===== config.mk =====
export PLATFORM = sky130hd
export DESIGN_NAME = wb_arbiter_flat
export DESIGN_NICKNAME = d
export VERILOG_FILES = /design/src/rtl/wb_arb_pkg.sv /design/src/rtl/if_wb.sv /design/src/rtl/wb_arbiter.sv /design/src/flat_wrapper.sv
export SDC_FILE = /design/constraint.sdc
export NUM_CORES = 1
export LEC_CHECK = 0
export ABC_CLOCK_PERIOD_IN_PS = 2900
export CORE_MARGIN = 4
export CORE_UTILIZATION = 30
export DETAILED_ROUTE_END_ITERATION = 6
export GPL_TIMING_DRIVEN = 0
export PLACE_DENSITY_LB_ADDON = 0.15
export RECOVER_POWER = 100
export SYNTH_ARGS = -nofsm -noshare
export SYNTH_HDL_FRONTEND = slang
export SYNTH_SLANG_ARGS = --single-unit

===== constraint.sdc =====
create_clock -name clk -period 2.9 [get_ports clk]
set_input_delay 0.435 -clock clk [delete_from_list [all_inputs] [get_ports clk]]
set_output_delay 0.435 -clock clk [all_outputs]
set_load 0.03 [all_outputs]

===== src/rtl/wb_arb_pkg.sv =====
// Shared types and defaults for the two-requester Wishbone arbiter.
package wb_arb_pkg;

  typedef enum logic [1:0] {
    IDLE = 2'd0,
    GNT0 = 2'd1,
    GNT1 = 2'd2
  } arb_state_t;

  localparam int unsigned MAX_OUT_DEFAULT = 7;

endpackage


===== src/rtl/if_wb.sv =====
// Pipelined Wishbone bundle; master drives the request, slave drives the response.
interface if_wb #(
  parameter int unsigned AW = 16,
  parameter int unsigned DW = 16
);
  logic          cyc;
  logic          stb;
  logic          we;
  logic [AW-1:0] adr;
  logic [DW-1:0] dat_m;
  logic          stall;
  logic          ack;
  logic [DW-1:0] dat_s;

  modport master (output cyc, stb, we, adr, dat_m, input stall, ack, dat_s);
  modport slave  (input cyc, stb, we, adr, dat_m, output stall, ack, dat_s);
endinterface


===== src/rtl/wb_arbiter.sv =====
// Round-robin arbiter granting one of two Wishbone requesters the shared bus,
// with an outstanding-transfer limit and discard of acks left over from aborts.
module wb_arbiter
  import wb_arb_pkg::*;
#(
  parameter int unsigned AW      = 16,
  parameter int unsigned DW      = 16,
  parameter int unsigned MAX_OUT = MAX_OUT_DEFAULT
) (
  input logic clk,
  input logic rst_n,
  if_wb.slave  m0,
  if_wb.slave  m1,
  if_wb.master s
);
  localparam int unsigned       CNT_W    = $clog2(MAX_OUT + 1);
  localparam int unsigned       DROP_W   = CNT_W + 2;
  localparam logic [CNT_W-1:0]  CNT_MAX  = CNT_W'(MAX_OUT);
  localparam logic [CNT_W-1:0]  CNT_ONE  = CNT_W'(1);
  localparam logic [DROP_W-1:0] DROP_ONE = DROP_W'(1);

  arb_state_t        state;
  logic              last_grant;
  logic [CNT_W-1:0]  out_cnt, out_next;
  logic [DROP_W-1:0] drop_cnt, drop_base;
  logic [DROP_W:0]   drop_sum;
  logic              granted, full, acc, ack_live, ack_drop, release_gnt;
  logic              sel_cyc, sel_stb, sel_we;
  logic [AW-1:0]     sel_adr;
  logic [DW-1:0]     sel_dat;

  always_comb begin
    sel_cyc     = (state == GNT1) ? m1.cyc   : m0.cyc;
    sel_stb     = (state == GNT1) ? m1.stb   : m0.stb;
    sel_we      = (state == GNT1) ? m1.we    : m0.we;
    sel_adr     = (state == GNT1) ? m1.adr   : m0.adr;
    sel_dat     = (state == GNT1) ? m1.dat_m : m0.dat_m;
    granted     = (state != IDLE);
    full        = (out_cnt == CNT_MAX);
    acc         = granted & sel_stb & ~full & ~s.stall;
    // Acks owed to an aborted grant arrive first (in order) and are swallowed.
    ack_drop    = s.ack & (drop_cnt != '0);
    ack_live    = s.ack & (drop_cnt == '0) & (out_cnt != '0);
    release_gnt = granted & ~sel_cyc;
    out_next    = out_cnt;
    if (acc && !ack_live)      out_next = out_cnt + CNT_ONE;
    else if (!acc && ack_live) out_next = out_cnt - CNT_ONE;
    drop_base   = ack_drop ? drop_cnt - DROP_ONE : drop_cnt;
    drop_sum    = {1'b0, drop_base} + {{(DROP_W + 1 - CNT_W){1'b0}}, out_next};
  end

  always_comb begin
    s.cyc   = granted & sel_cyc;
    s.stb   = granted & sel_stb & ~full;
    s.we    = granted & sel_we;
    s.adr   = granted ? sel_adr : '0;
    s.dat_m = granted ? sel_dat : '0;
    m0.stall = 1'b1;
    m0.ack   = 1'b0;
    m0.dat_s = '0;
    m1.stall = 1'b1;
    m1.ack   = 1'b0;
    m1.dat_s = '0;
    case (state)
      GNT0: begin
        m0.stall = s.stall | full;
        m0.ack   = s.ack & (drop_cnt == '0);
        m0.dat_s = s.dat_s;
      end
      GNT1: begin
        m1.stall = s.stall | full;
        m1.ack   = s.ack & (drop_cnt == '0);
        m1.dat_s = s.dat_s;
      end
      default: ;
    endcase
  end

  always_ff @(posedge clk or negedge rst_n) begin
    if (!rst_n) begin
      out_cnt  <= '0;
      drop_cnt <= '0;
    end else if (release_gnt) begin
      out_cnt  <= '0;
      drop_cnt <= drop_sum[DROP_W] ? '1 : drop_sum[DROP_W-1:0];
    end else begin
      out_cnt  <= out_next;
      drop_cnt <= drop_base;
    end
  end

  always_ff @(posedge clk or negedge rst_n) begin
    if (!rst_n) begin
      state      <= IDLE;
      last_grant <= 1'b1;
    end else begin
      case (state)
        IDLE: begin
          if (m0.cyc && m1.cyc) state <= last_grant ? GNT0 : GNT1;
          else if (m0.cyc)      state <= GNT0;
          else if (m1.cyc)      state <= GNT1;
        end
        GNT0: begin
          if (!m0.cyc) begin
            last_grant <= 1'b0;
            state      <= m1.cyc ? GNT1 : IDLE;
          end
        end
        GNT1: begin
          if (!m1.cyc) begin
            last_grant <= 1'b1;
            state      <= m0.cyc ? GNT0 : IDLE;
          end
        end
        default: state <= IDLE;
      endcase
    end
  end

endmodule


===== src/flat_wrapper.sv =====
// flat-port wrapper written by rule: the top's interface ports become plain ports
module wb_arbiter_flat import wb_arb_pkg::*;
#(
  parameter int unsigned AW      = 16,
  parameter int unsigned DW      = 16,
  parameter int unsigned MAX_OUT = MAX_OUT_DEFAULT
)
  (clk, rst_n, m0_cyc, m0_stb, m0_we, m0_adr, m0_dat_m, m0_stall, m0_ack, m0_dat_s, m1_cyc, m1_stb, m1_we, m1_adr, m1_dat_m, m1_stall, m1_ack, m1_dat_s, s_cyc, s_stb, s_we, s_adr, s_dat_m, s_stall, s_ack, s_dat_s);
  if_wb #(.AW(AW), .DW(DW)) m0_i ();
  if_wb #(.AW(AW), .DW(DW)) m1_i ();
  if_wb #(.AW(AW), .DW(DW)) s_i ();
  input logic clk;
  input logic rst_n;
  input wire logic [$bits(m0_i.cyc)-1:0] m0_cyc;
  input wire logic [$bits(m0_i.stb)-1:0] m0_stb;
  input wire logic [$bits(m0_i.we)-1:0] m0_we;
  input wire logic [$bits(m0_i.adr)-1:0] m0_adr;
  input wire logic [$bits(m0_i.dat_m)-1:0] m0_dat_m;
  output wire logic [$bits(m0_i.stall)-1:0] m0_stall;
  output wire logic [$bits(m0_i.ack)-1:0] m0_ack;
  output wire logic [$bits(m0_i.dat_s)-1:0] m0_dat_s;
  input wire logic [$bits(m1_i.cyc)-1:0] m1_cyc;
  input wire logic [$bits(m1_i.stb)-1:0] m1_stb;
  input wire logic [$bits(m1_i.we)-1:0] m1_we;
  input wire logic [$bits(m1_i.adr)-1:0] m1_adr;
  input wire logic [$bits(m1_i.dat_m)-1:0] m1_dat_m;
  output wire logic [$bits(m1_i.stall)-1:0] m1_stall;
  output wire logic [$bits(m1_i.ack)-1:0] m1_ack;
  output wire logic [$bits(m1_i.dat_s)-1:0] m1_dat_s;
  output wire logic [$bits(s_i.cyc)-1:0] s_cyc;
  output wire logic [$bits(s_i.stb)-1:0] s_stb;
  output wire logic [$bits(s_i.we)-1:0] s_we;
  output wire logic [$bits(s_i.adr)-1:0] s_adr;
  output wire logic [$bits(s_i.dat_m)-1:0] s_dat_m;
  input wire logic [$bits(s_i.stall)-1:0] s_stall;
  input wire logic [$bits(s_i.ack)-1:0] s_ack;
  input wire logic [$bits(s_i.dat_s)-1:0] s_dat_s;
  assign m0_i.cyc = m0_cyc;
  assign m0_i.stb = m0_stb;
  assign m0_i.we = m0_we;
  assign m0_i.adr = m0_adr;
  assign m0_i.dat_m = m0_dat_m;
  assign m0_stall = m0_i.stall;
  assign m0_ack = m0_i.ack;
  assign m0_dat_s = m0_i.dat_s;
  assign m1_i.cyc = m1_cyc;
  assign m1_i.stb = m1_stb;
  assign m1_i.we = m1_we;
  assign m1_i.adr = m1_adr;
  assign m1_i.dat_m = m1_dat_m;
  assign m1_stall = m1_i.stall;
  assign m1_ack = m1_i.ack;
  assign m1_dat_s = m1_i.dat_s;
  assign s_cyc = s_i.cyc;
  assign s_stb = s_i.stb;
  assign s_we = s_i.we;
  assign s_adr = s_i.adr;
  assign s_dat_m = s_i.dat_m;
  assign s_i.stall = s_stall;
  assign s_i.ack = s_ack;
  assign s_i.dat_s = s_dat_s;
  wb_arbiter #(.AW(AW), .DW(DW), .MAX_OUT(MAX_OUT)) u_core (.clk(clk), .rst_n(rst_n), .m0(m0_i), .m1(m1_i), .s(s_i));
endmodule

==> impl_metrics.tcl <==
set metrics [dict create \
    num_vias 2295 \
    antennaDiodeCount 0 \
    wirelength_um 7493 \
    dp_cells 477 \
    crit_fanout 10 \
    slew_headroom_pct 44.89 \
    grt_overflow 0 \
    cts_max_level 1 \
    holdCritPathClass "reg2reg" \
    cts-buffers-inserted 3 \
    start_kind "register" \
    core-area_sq_mm 0.005238 \
    utilization_pct 65.62 \
    placed_area_sq_mm 0.003343 \
    fin_tns_setup_ps 0 \
    setup_viol 0 \
    yosys.area.top_type_share_pct 15.13 \
    start_util_pct 31.58 \
    ctsHoldBuffers 0 \
    root_buffer "clkbuf_8" \
    synth_top_cell_by_area "dfrtp_1" \
    end_kind "output pin" \
    worst_pin_slew_ps 803.7 \
    fin_area_sq_mm 0.003437 \
    synthFlopType "dfrtp_1" \
    synthCells 247 \
    clock_latency_ps 240 \
    hpwl_um 6248 \
    die_x_um 82.26 \
    ys_top_cells_by_area "dfrtp_1 (15%), nand2_1 (15%), and2_1 (13%)" \
    avgViaCountPerCell 4.761 \
    cp_data_required_time_ps 2470 \
    synth_commonest_cells "nand2_1 (66), and2_1 (35), o21ai_0 (32)" \
    area_growth_pct 107.8 \
    grt_usage_pct 20.33 \
    maxCapViolCount 0 \
    route.detailed.wl_per_inst_um 15.55 \
    power.density_mw_per_mm2 525.2 \
    synth_fp_nets 347 \
    gpl.final_weighted_congestion 0.7553 \
    die_area_sq_mm 0.006766 \
    stdcell_count 482 \
    dieHeight_um 82.26 \
    vdd_drop_max_mv 0.4716 \
    grt_pass1_vias 2104 \
    layout-drive-gt1-share_pct 6.311 \
    synth.distinct_cells 46 \
    final_hold_viol_count 0 \
    final.min_clock_period_ps 2755 \
    yosys_warnings 0 \
    drc 0 \
    clk_pin_slew_ps 50 \
    port_buffers 160 \
    grt_max_degree 12 \
    ys_seq_area_share_pct 16.72 \
    period_share_pct 95.02 \
    drtAntennaViolNets 0 \
    critPathKind "reg2out" \
    grt_pass1_wl_um 10740 \
    total_power_mw 1.805 \
    worst_ep_arrival_time_ps 2320 \
    final_net_count 513 \
    finClkSkew_ps 2.973 \
    drt_pass1_iterations 4 \
    slew_viol_final 0 \
    outcome "completed" \
    postSynthAreaPerCell_sq_um 6.697 \
    synth_edf_count 0 \
    rows 26 \
    clockBufferDepth 2 \
    drt-initial-drc-count 78 \
    syn_area_sq_mm 0.001654 \
    cts_tree "yes" \
    leakage_nw 1.487 \
    pin_count 161 \
    synth.most_common_cell "nand2_1" \
    max_freq_ghz 0.3629 \
    clock-sinks 11 \
    antenna_found_initial 0 \
    ys_ff_latch 11 \
    ys_async_sr_fraction_pct 100.0 \
]
==> sequential cells by signal (all words and copies together) (netlist names) <==
| register | flops |
|---|---|
| u_core.state | 2 |
| u_core.out_cnt | 3 |
| u_core.last_grant | 1 |
| u_core.drop_cnt | 5 |
==> path summary, 6_finish.rpt <==
path / cells past startpoint / endpoint / slack, ps / start
worst max-delay path: 5 / m1_dat_s[14] / 140 / u_core.state[1]
worst min-delay path: 2 / u_core.last_grant / 530 / u_core.last_grant
worst max register to register: 11 / u_core.drop_cnt[4] / 180 / u_core.drop_cnt[0]
worst min register to register: 2 / u_core.last_grant / 530 / u_core.last_grant
max in group asynchronous: 1 / u_core.last_grant / 1960 / rst_n
min in group asynchronous: 1 / u_core.drop_cnt[2] / 590 / rst_n
==> through the flow <==
step | worst slack, ps | hold WS [ps]
6_report | 144.5 | 526.9
2_1_floorplan | 233.8 | 139.4
3_5_place_dp | -431.2 | 519.0
4_1_cts | 7.655 | 531.9
3_3_place_gp | -424.9 | 507.4
5_1_grt | -8.619 | 611.0
==> report_power, final <==
part	switching, mW	internal (mW)	total [mW]	leakage (nW)
clock	0.0627	0.0948	0.157	0.0255
combinational	0.775	0.590	1.36	1.33
sequential	0.0663	0.217	0.283	0.133
total	0.904	0.902	1.81	1.49
==> cell families after synthesis <==
logic type      share of synthesized area [%]
fa+ha+maj                               8.018
flops                                   16.72
xor+xnor                                2.647
mux                                     4.690
simple gates                            38.27
compound gates                          24.74
buf+inv                                 4.917
==> cell type report <==
class                      instances  area, sq um
sequential                        11        276.5
timing repair buffer             161         1608
multi-input combinational        215         1331
fill                             448         1800
clock inverter                     1        5.005
buffer                            15        65.06
inverter                           6        22.52
tap                               70        87.58
clock buffer                       3        41.29
==> layout by cell type (no fill, tap or decap), types with 3 or more instances in the layout <==
master	n
a21oi_1	5
a22o_1	4
and2_0	3
and2_1	32
clkbuf_1	7
clkbuf_2	5
clkbuf_8	3
clkdlybuf4s50_1	99
dfrtp_1	10
dlygate4sd3_1	60
ha_1	9
inv_1	6
mux2i_1	4
nand2_1	66
nor2_1	11
nor2b_1	4
o21ai_0	32
xnor2_1	3
==> routing by layer <==
layer	track usage (%)	up-vias	wire, um
li1	-	1176	-
met1	23.67	1029	2886
met2	36.46	75	3724
met3	4.881	15	717
met4	6.146	0	164
met5	0	-	0
==> critical path: stages, from the launching register on <==
cell	delay [ps]
dfrtp_1	330
buf_2	220
nor2b_1	330
clkbuf_1	320
and2_1	180
clkdlybuf4s50_1	690
==> what timing repair did <==
| action | CTS | global route |
|---|---|---|
| pin swaps | 1 | 0 |
| endpoints found under the hold margin | 0 | 0 |
| endpoints found under the setup margin | 44 | 40 |
| setup buffers | 1 | 0 |
| resized for setup | 5 | 11 |
Note: power is estimated with default switching activity, not from simulation.
